### src/rtl/rng_result_recorder.sv
// Watches the LFSR generator output during a roll and commits the settled value
// into a small circular history that can be stepped through for display.
module rng_result_recorder #(
    parameter int DATA_W     = 4,
    parameter int DEPTH      = 4,
    parameter int SETTLE_CYC = 50_000_000,
    parameter int CNT_W      = 26
) (
    input  logic                       i_clk,
    input  logic                       i_rst,
    input  logic                       i_start,
    input  logic [DATA_W-1:0]          i_value,
    input  logic                       i_recall,
    input  logic                       i_clear,
    output logic [DATA_W-1:0]          o_value,
    output logic [$clog2(DEPTH)-1:0]   o_idx,
    output logic [$clog2(DEPTH):0]     o_count,
    output logic                       o_valid,
    output logic                       o_busy
);

    localparam int IDX_W = $clog2(DEPTH);

    typedef enum logic {
        S_IDLE  = 1'b0,
        S_TRACK = 1'b1
    } state_t;

    state_t             state, state_n;
    logic [IDX_W-1:0]   wr_ptr, wr_ptr_n;
    logic [DATA_W-1:0]  last_r, last_n;
    logic [CNT_W-1:0]   cnt, cnt_n;
    logic [DATA_W-1:0]  value_n;
    logic [IDX_W-1:0]   idx_n;
    logic [IDX_W:0]     count_n;
    logic               valid_n;
    logic               commit;

    logic [DATA_W-1:0]  hist [DEPTH];

    logic [IDX_W:0]     idx_inc;
    logic [IDX_W-1:0]   recall_idx;
    logic [IDX_W-1:0]   rd_addr;

    // Next-older entry, wrapping back to the newest after the oldest valid one.
    assign idx_inc    = {1'b0, o_idx} + (IDX_W+1)'(1);
    assign recall_idx = (idx_inc == o_count) ? '0 : idx_inc[IDX_W-1:0];
    assign rd_addr    = wr_ptr - IDX_W'(1) - recall_idx;

    assign o_busy = (state == S_TRACK);

    always_ff @(posedge i_clk or posedge i_rst) begin
        if (i_rst) state <= S_IDLE;
        else       state <= state_n;
    end

    always_comb begin
        state_n  = state;
        wr_ptr_n = wr_ptr;
        last_n   = last_r;
        cnt_n    = cnt;
        value_n  = o_value;
        idx_n    = o_idx;
        count_n  = o_count;
        valid_n  = o_valid;
        commit   = 1'b0;

        if (i_clear) begin
            state_n  = S_IDLE;
            wr_ptr_n = '0;
            cnt_n    = '0;
            value_n  = '0;
            idx_n    = '0;
            count_n  = '0;
            valid_n  = 1'b0;
        end else begin
            case (state)
                S_IDLE: begin
                    if (i_start) begin
                        state_n = S_TRACK;
                        cnt_n   = '0;
                        last_n  = i_value;
                    end else if (i_recall && (o_count != '0)) begin
                        idx_n   = recall_idx;
                        value_n = hist[rd_addr];
                    end
                end
                S_TRACK: begin
                    last_n = i_value;
                    // A new start means the generator already stopped: its output is final.
                    if (i_start) begin
                        commit = 1'b1;
                        cnt_n  = '0;
                    end else if (i_value != last_r) begin
                        cnt_n = '0;
                    end else if (cnt == CNT_W'(SETTLE_CYC - 1)) begin
                        commit  = 1'b1;
                        state_n = S_IDLE;
                    end else begin
                        cnt_n = cnt + CNT_W'(1);
                    end
                end
                default: state_n = S_IDLE;
            endcase
        end

        if (commit) begin
            wr_ptr_n = wr_ptr + IDX_W'(1);
            count_n  = (o_count == (IDX_W+1)'(DEPTH)) ? o_count : o_count + (IDX_W+1)'(1);
            value_n  = i_value;
            idx_n    = '0;
            valid_n  = 1'b1;
        end
    end

    always_ff @(posedge i_clk or posedge i_rst) begin
        if (i_rst) begin
            wr_ptr  <= '0;
            last_r  <= '0;
            cnt     <= '0;
            o_value <= '0;
            o_idx   <= '0;
            o_count <= '0;
            o_valid <= 1'b0;
        end else begin
            wr_ptr  <= wr_ptr_n;
            last_r  <= last_n;
            cnt     <= cnt_n;
            o_value <= value_n;
            o_idx   <= idx_n;
            o_count <= count_n;
            o_valid <= valid_n;
        end
    end

    always_ff @(posedge i_clk) begin
        if (commit) hist[wr_ptr] <= i_value;
    end

endmodule

### config.mk
export PLATFORM = sky130hd
export DESIGN_NAME = rng_result_recorder
export DESIGN_NICKNAME = d
export VERILOG_FILES = /design/src/rtl/rng_result_recorder.sv
export SDC_FILE = /design/constraint.sdc
export NUM_CORES = 1
export LEC_CHECK = 0
export BUFFER_PORTS_ARGS = -buffer_cell sky130_fd_sc_hd__clkbuf_2
export CORE_MARGIN = 4
export CORE_UTILIZATION = 45
export CTS_CLUSTER_DIAMETER = 30
export CTS_CLUSTER_SIZE = 16
export DETAILED_ROUTE_END_ITERATION = 6
export PLACE_DENSITY = 0.71
export SYNTH_ARGS = -nofsm -noshare
export SYNTH_HDL_FRONTEND = slang
export SYNTH_SLANG_ARGS = --single-unit
### constraint.sdc
create_clock -name i_clk -period 7.65 [get_ports i_clk]
set_clock_uncertainty 0.15 [all_clocks]
set_input_delay 0.3825 -clock i_clk [delete_from_list [all_inputs] [get_ports i_clk]]
set_output_delay 0.3825 -clock i_clk [all_outputs]
set_load 0.01 [all_outputs]
# --- Yosys cells after proc, flatten, opt, wreduce, memory -nomap -nowiden ---
# Memories as Yosys holds them, arrays and structs flattened.
# Cells that the tools add are included.
totals:
  ff_bits: 43
  ram_bits: 16
  in_bits: 9
  elab_cells: 74
  mem_count: 1
op_classes:
  addsub: 6
  eq_ne: 10
  muxes: 39
  bitwise_logic: 2
  n_reduce_logical: 8
mem_list:
  columns: ["name", "words", "word_bits", "read_ports", "rd_clocked_by_memory_dff", "write_ports", "line", "source"]
  rows:
  - ["hist", 4, 4, 1, 0, 1, "39", "logic [DATA_W-1:0] hist [DEPTH];"]
ops:
  columns: ["op", "count"]
  rows:
  - ["$mux W26", 5]
  - ["$pmux W26 S2", 1]
  - ["$add A26 B1 Y26 const B", 1]
  - ["$eq A26 B26 Y1 const B", 1]
  - ["$mux W4", 6]
  - ["$mux W2", 8]
  - ["$mux W1", 14]
  - ["$mux W3", 3]
  - ["$pmux W4 S2", 1]
  - ["$reduce_and A2 Y1", 3]
  - ["$reduce_bool A3 Y1", 2]
  - ["$ne A5 B5 Y1 const B", 1]
  - ["$ne A2 B2 Y1 const B", 2]
  - ["$ne A4 B4 Y1", 1]
  - ["$add A2 B1 Y3 const B", 1]
  - ["$add A3 B1 Y3 const B", 1]
  - ["$eq A3 B3 Y1", 1]
  - ["$eq A3 B3 Y1 const B", 1]
  - ["$ne A3 B1 Y1 const B", 1]
  - ["$ne A3 B2 Y1 const B", 1]
  - ["$ne A3 B3 Y1 const B", 1]
  - ["$reduce_and A3 Y1", 1]
  - ["$add A2 B1 Y2 const B", 1]
  - ["$not A1 Y1", 2]
  - ["other kinds (5)", 5]

# --- Logic depth before layout (Yosys ltp) ---
# An unclocked memory read counts as a cell.
logic_depth:
  word_depth: 10
  depth_mapped: 10

# --- Least setup slack after synthesis ---
# OpenSTA, ideal clock, no wires.
synth_path:
  path_type: "register to register"
  from: "reg cnt[8]"
  to: "mem hist[0][0], enable pin"
  arrival_ns: 2.403
  setup_slack_ns: 4.730
  path_stages_with_launch: 7
  path_buffers: 1
  synth_period_minus_slack_ns: 2.920
  path_cell_list: "dfrtp_1 -> or4b_1 -> or4_1 -> nor4_2 -> buf_4 -> o21ai_2 -> nor3b_1"
synth_between:
  elab_chain_cells: 8
synth_rtl:
  columns: ["item", "line", "source"]
  rows:
  - ["start: declaration", "32", "logic [CNT_W-1:0] cnt, cnt_n;"]
  - ["start signal: assignment", "128", "cnt <= cnt_n;"]
  - ["$eq A26 B26 Y1", "96", "end else if (cnt == CNT_W'(SETTLE_CYC - 1)) begin"]
  - ["$mux W1", "96", null]
  - ["$mux W1", "94", "end else if (i_value != last_r) begin"]
  - ["$mux W1", "91", "if (i_start) begin"]
  - ["$mux W1", "77", "case (state)"]
  - ["$mux W1", "68", "if (i_clear) begin"]
  - ["$mux W1", "137", "if (commit) hist[wr_ptr] <= i_value;"]
  - ["$mux W1 (not written as such)", "137", null]
  - ["end: declaration", "39", null]
# Every way passes these cells.

# --- Worst setup path in the final report ---
layout_path:
  from: "reg cnt[8]"
  to: "mem hist[3][2], enable pin"
# The elaborated chain is that of the path after synthesis.

==> summary.md <==
| Metric | Value |
|---|---|
| Status | `finished, violations left` |
| Nets | `334` |
| Post-synth ARST share | `0.729` |
| Hold Vio Cnt, Final | `8` |
| Fill cell count | `between 600 and 700` |
| Max-slew headroom | `0.310` |
| Share of cells above drive strength 1 | `0.187` |
| Area Overhead vs Synth | `9.59%` |
| First-pass GRT wire length | `roughly 11,000 um` |
| I/O Pins | `20` |
| Pre-Repair DR Iteration Count | `6` |
| Post-synth top area share | `0.345` |
| CTS Buf Count | `9` |
| Leak | `~1.3 nW` |
| Total grt overflow | `0` |
| Htree depth | `3` |
| Post-DP Area | `roughly 3200 um^2` |
| Power density over the cells | `a little under 200 nW/um^2` |
| Fmax achieved | `around 0.26 GHz` |
| Mapped Area | `between 3000 and 4000 um^2` |
| Die Span X | `between 90 and 100 um` |
| Data arrival, critical path | `about 3.6 ns` |
| Worst path required time | `between 7 and 8 ns` |
| Root Driver | `clkbuf_8` |
| Combinational family with the most area after synthesis | `simple AND/OR/NAND/NOR gates` |
| Antenna Violating Nets Remaining | `0` |
| Setup_tns | `0 ns` |
| Number of synthesized flops with an enable pin | `16` |
| Die Ht | `a little over 90 um` |
| Avg Vias per Cell | `around 5.7` |
| Initial antenna violation count | `0` |
| Mux share of post-synthesis cell area | `0.0630` |
| Failing checks | `hold timing` |
| Setup bufs post-CTS | `0` |
| Adder-cell share of the synthesized area | `0.0361` |
| Vias in the first global route | `2,259` |
| Critical-path top delay cell | `nor4_2` |
| Minimum clock period | `about 3.8 ns` |
| Worst path cell trace | `or4b_1 -> or4_1 -> nor4_2 -> o21ai_2 -> nor3b_1` |
| Final setup fails | `0` |
| Xor/xnor share of the synthesized area | `0.0421` |
| CP top delay family | `simple AND/OR/NAND/NOR gates` |
| Gate Count Post-Synth | `roughly 300` |
| Insertion delay to the later sink of the worst-skew pair | `0.34 ns` |
| CP Class | `reg2reg` |
| CTS tree | `done` |
| Initial DRC Count | `just under 200` |
| Register area share after synthesis | `0.499` |
| CTS Hold Bufs | `0` |
| ANT cells | `0` |
| Routability Congestion | `0.804` |
| Yosys warnings | `0` |
| Post-CTS sizing | `0` |
| Die ar. | `around 8300 um^2` |
| CP startpoint kind | `flip-flop` |
| Area contributors post-synth | `dfrtp_1, edfxtp_1, o21ai_0, ha_1, nand2_1` |
| Dpl hpwl | `between 4000 and 5000 um` |
| Sequential Area | `approximately 1600 um^2` |
| Final hold slack | `-0.00308 ns` |
| Slew Viols, Final | `0` |
| Port Buffers | `19` |
| Fraction of the mapped netlist area in compound gates | `0.130` |
| Synth Area per Inst | `10.5 um^2` |
| Syn Nets | `around 320` |
| Overall Global Routing Usage | `0.163` |
| Synth Register Bits | `between 50 and 60` |
| CP Capture Type | `flip-flop` |
| Synth unique cells | `50` |
| Clock Sinks | `59` |
| Max incr delay on CP | `approximately 0.89 ns` |
| RSZ-0062 raised after global routing | `false` |
| Clock slew at reported path FFs | `approximately 0.07 ns` |
| Via Count | `roughly 2,300` |
| Max Root-Sink Buffers | `2` |
| Total wire length | `6250 um` |
| Worst-Margin Slew | `1.03 ns` |
| DRC | `0` |
| Initial Util | `0.461` |
| Core Box Area | `roughly 6800 um^2` |
| Post-synth top area cell | `dfrtp_1` |
| Final instance area | `3420 um^2` |
| Wire length per cell | `15.6 um` |
| Worst path buffer plus inverter count | `0` |
| Worst Hold Class | `in2async` |
| Fin crit share | `0.496` |
| CP Max Fanout | `11` |
| Rows | `30` |
| Max IR drop VDD | `a little over 0.07 mV` |
| Design Power | `about 0.66 mW` |
| Synth Flop Type | `dfrtp_1` |
| Max-cap violations | `0` |
| Multi-input gate area | `around 1400 um^2` |
| Largest net degree at the start of global routing | `44` |
| Share of synthesized cell area in and, or, nand and nor gates | `0.183` |
state kept, by name, summed over array words and instances, names as in the netlist:
signal,flops
last_r,4
o_idx,2
cnt,26
o_count,3
hist,16
o_busy,1
o_valid,1
wr_ptr,2
o_value,4
through the flow:
step           worst slack, ns  cells  hold WS, ns  utilization
3_5_place_dp              3.84    385        0.337        0.479
5_1_grt                   3.51    401       0.0417        0.506
6_report                  3.86    401     -0.00308        0.506
2_1_floorplan             4.73    297        0.302            -
3_3_place_gp              4.00    385        0.326        0.479
4_1_cts                   3.86    401      0.00806        0.506
kinds of logic (layout without fill, tap and decap cells):
family / Yosys count / after routing
compound gates: 63 / 63
xor+xnor: 15 / 15
flops: 59 / 59
mux: 14 / 14
simple gates: 109 / 109
fa+ha+maj: 9 / 9
buf+inv: 28 / 52
cell usage after synthesis (6+ instances only):
| master | number |
|---|---|
| a21oi_1 | 15 |
| ha_1 | 9 |
| xnor2_1 | 9 |
| inv_1 | 16 |
| dfrtp_1 | 43 |
| nor2_1 | 20 |
| nor3_1 | 6 |
| or3_1 | 8 |
| nand3_1 | 13 |
| o21ai_0 | 23 |
| and3_1 | 7 |
| edfxtp_1 | 16 |
| nand2_1 | 27 |
| xor2_1 | 6 |
power breakdown:
part	leakage, nW	switching (mW)	internal (mW)
Sequential	0.731	0.00610	0.331
Clock	0.0935	0.122	0.147
Combinational	0.510	0.0307	0.0237
Total	1.33	0.159	0.502
cell usage in the layout (no fill, tap or decap), types with 3 or more instances in the layout:
cell type  count
a21oi_1       15
mux2i_1        5
xnor2_1        9
nor2_1        20
a21oi_2        4
nand2b_1       3
dfrtp_1       43
ha_1           9
nor3_1         6
and3_1         7
nor3b_1        4
nand4_1        5
or4_1          3
o21ai_2        4
a211oi_1       4
edfxtp_1      16
nand3_1       13
clkbuf_8       9
mux4_2         4
nand2_1       27
clkbuf_2      19
xor2_1         6
clkinv_2       3
or2_2          3
inv_1         15
o21ai_0       23
mux2_2         5
a21boi_0       3
or3_1          8
routing by layer:
layer  GRT usage  up-vias  share of wire
met5           0        -              0
li1            -     1101              -
met4      0.0905        0          0.027
met2       0.242       56           0.46
met3      0.0414       14          0.052
met1       0.216     1121           0.46
worst register-to-register path, delay by kind of cell, from the launching register on:
family / cells / cell delay [ns]
compound gates: 1 / 0.32
flops: 1 / 0.43
simple gates: 4 / 2.52
path summary, 6_finish.rpt:
kind                                           from               endpoint  slack [ns]  depth (start not counted)
worst max register to register   cnt[8]$_DFFE_PP0P_   hist[3][2]$_DFFE_PP_        3.86                          5
min in group i_clk                       i_value[1]   hist[0][1]$_DFFE_PP_        0.20                          1
worst min-delay path                          i_rst    cnt[15]$_DFFE_PP0P_      -0.003                          3
max in group asynchronous                     i_rst  last_r[2]$_DFFE_PP0P_        6.96                          3
worst max-delay path             cnt[8]$_DFFE_PP0P_   hist[3][2]$_DFFE_PP_        3.86                          5
worst min register to register  cnt[20]$_DFFE_PP0P_    cnt[20]$_DFFE_PP0P_        0.34                          1
layout make-up:
| type | instances | area share |
|---|---|---|
| Inverter | 16 | 0.0176 |
| Sequential cell | 59 | 0.456 |
| Multi-Input combinational cell | 210 | 0.414 |
| Clock buffer | 10 | 0.0373 |
| Timing Repair Buffer | 20 | 0.0300 |
| Tap cell | 80 | 0.0293 |
| Clock inverter | 6 | 0.0165 |
Power figures use the tool's default switching activity.
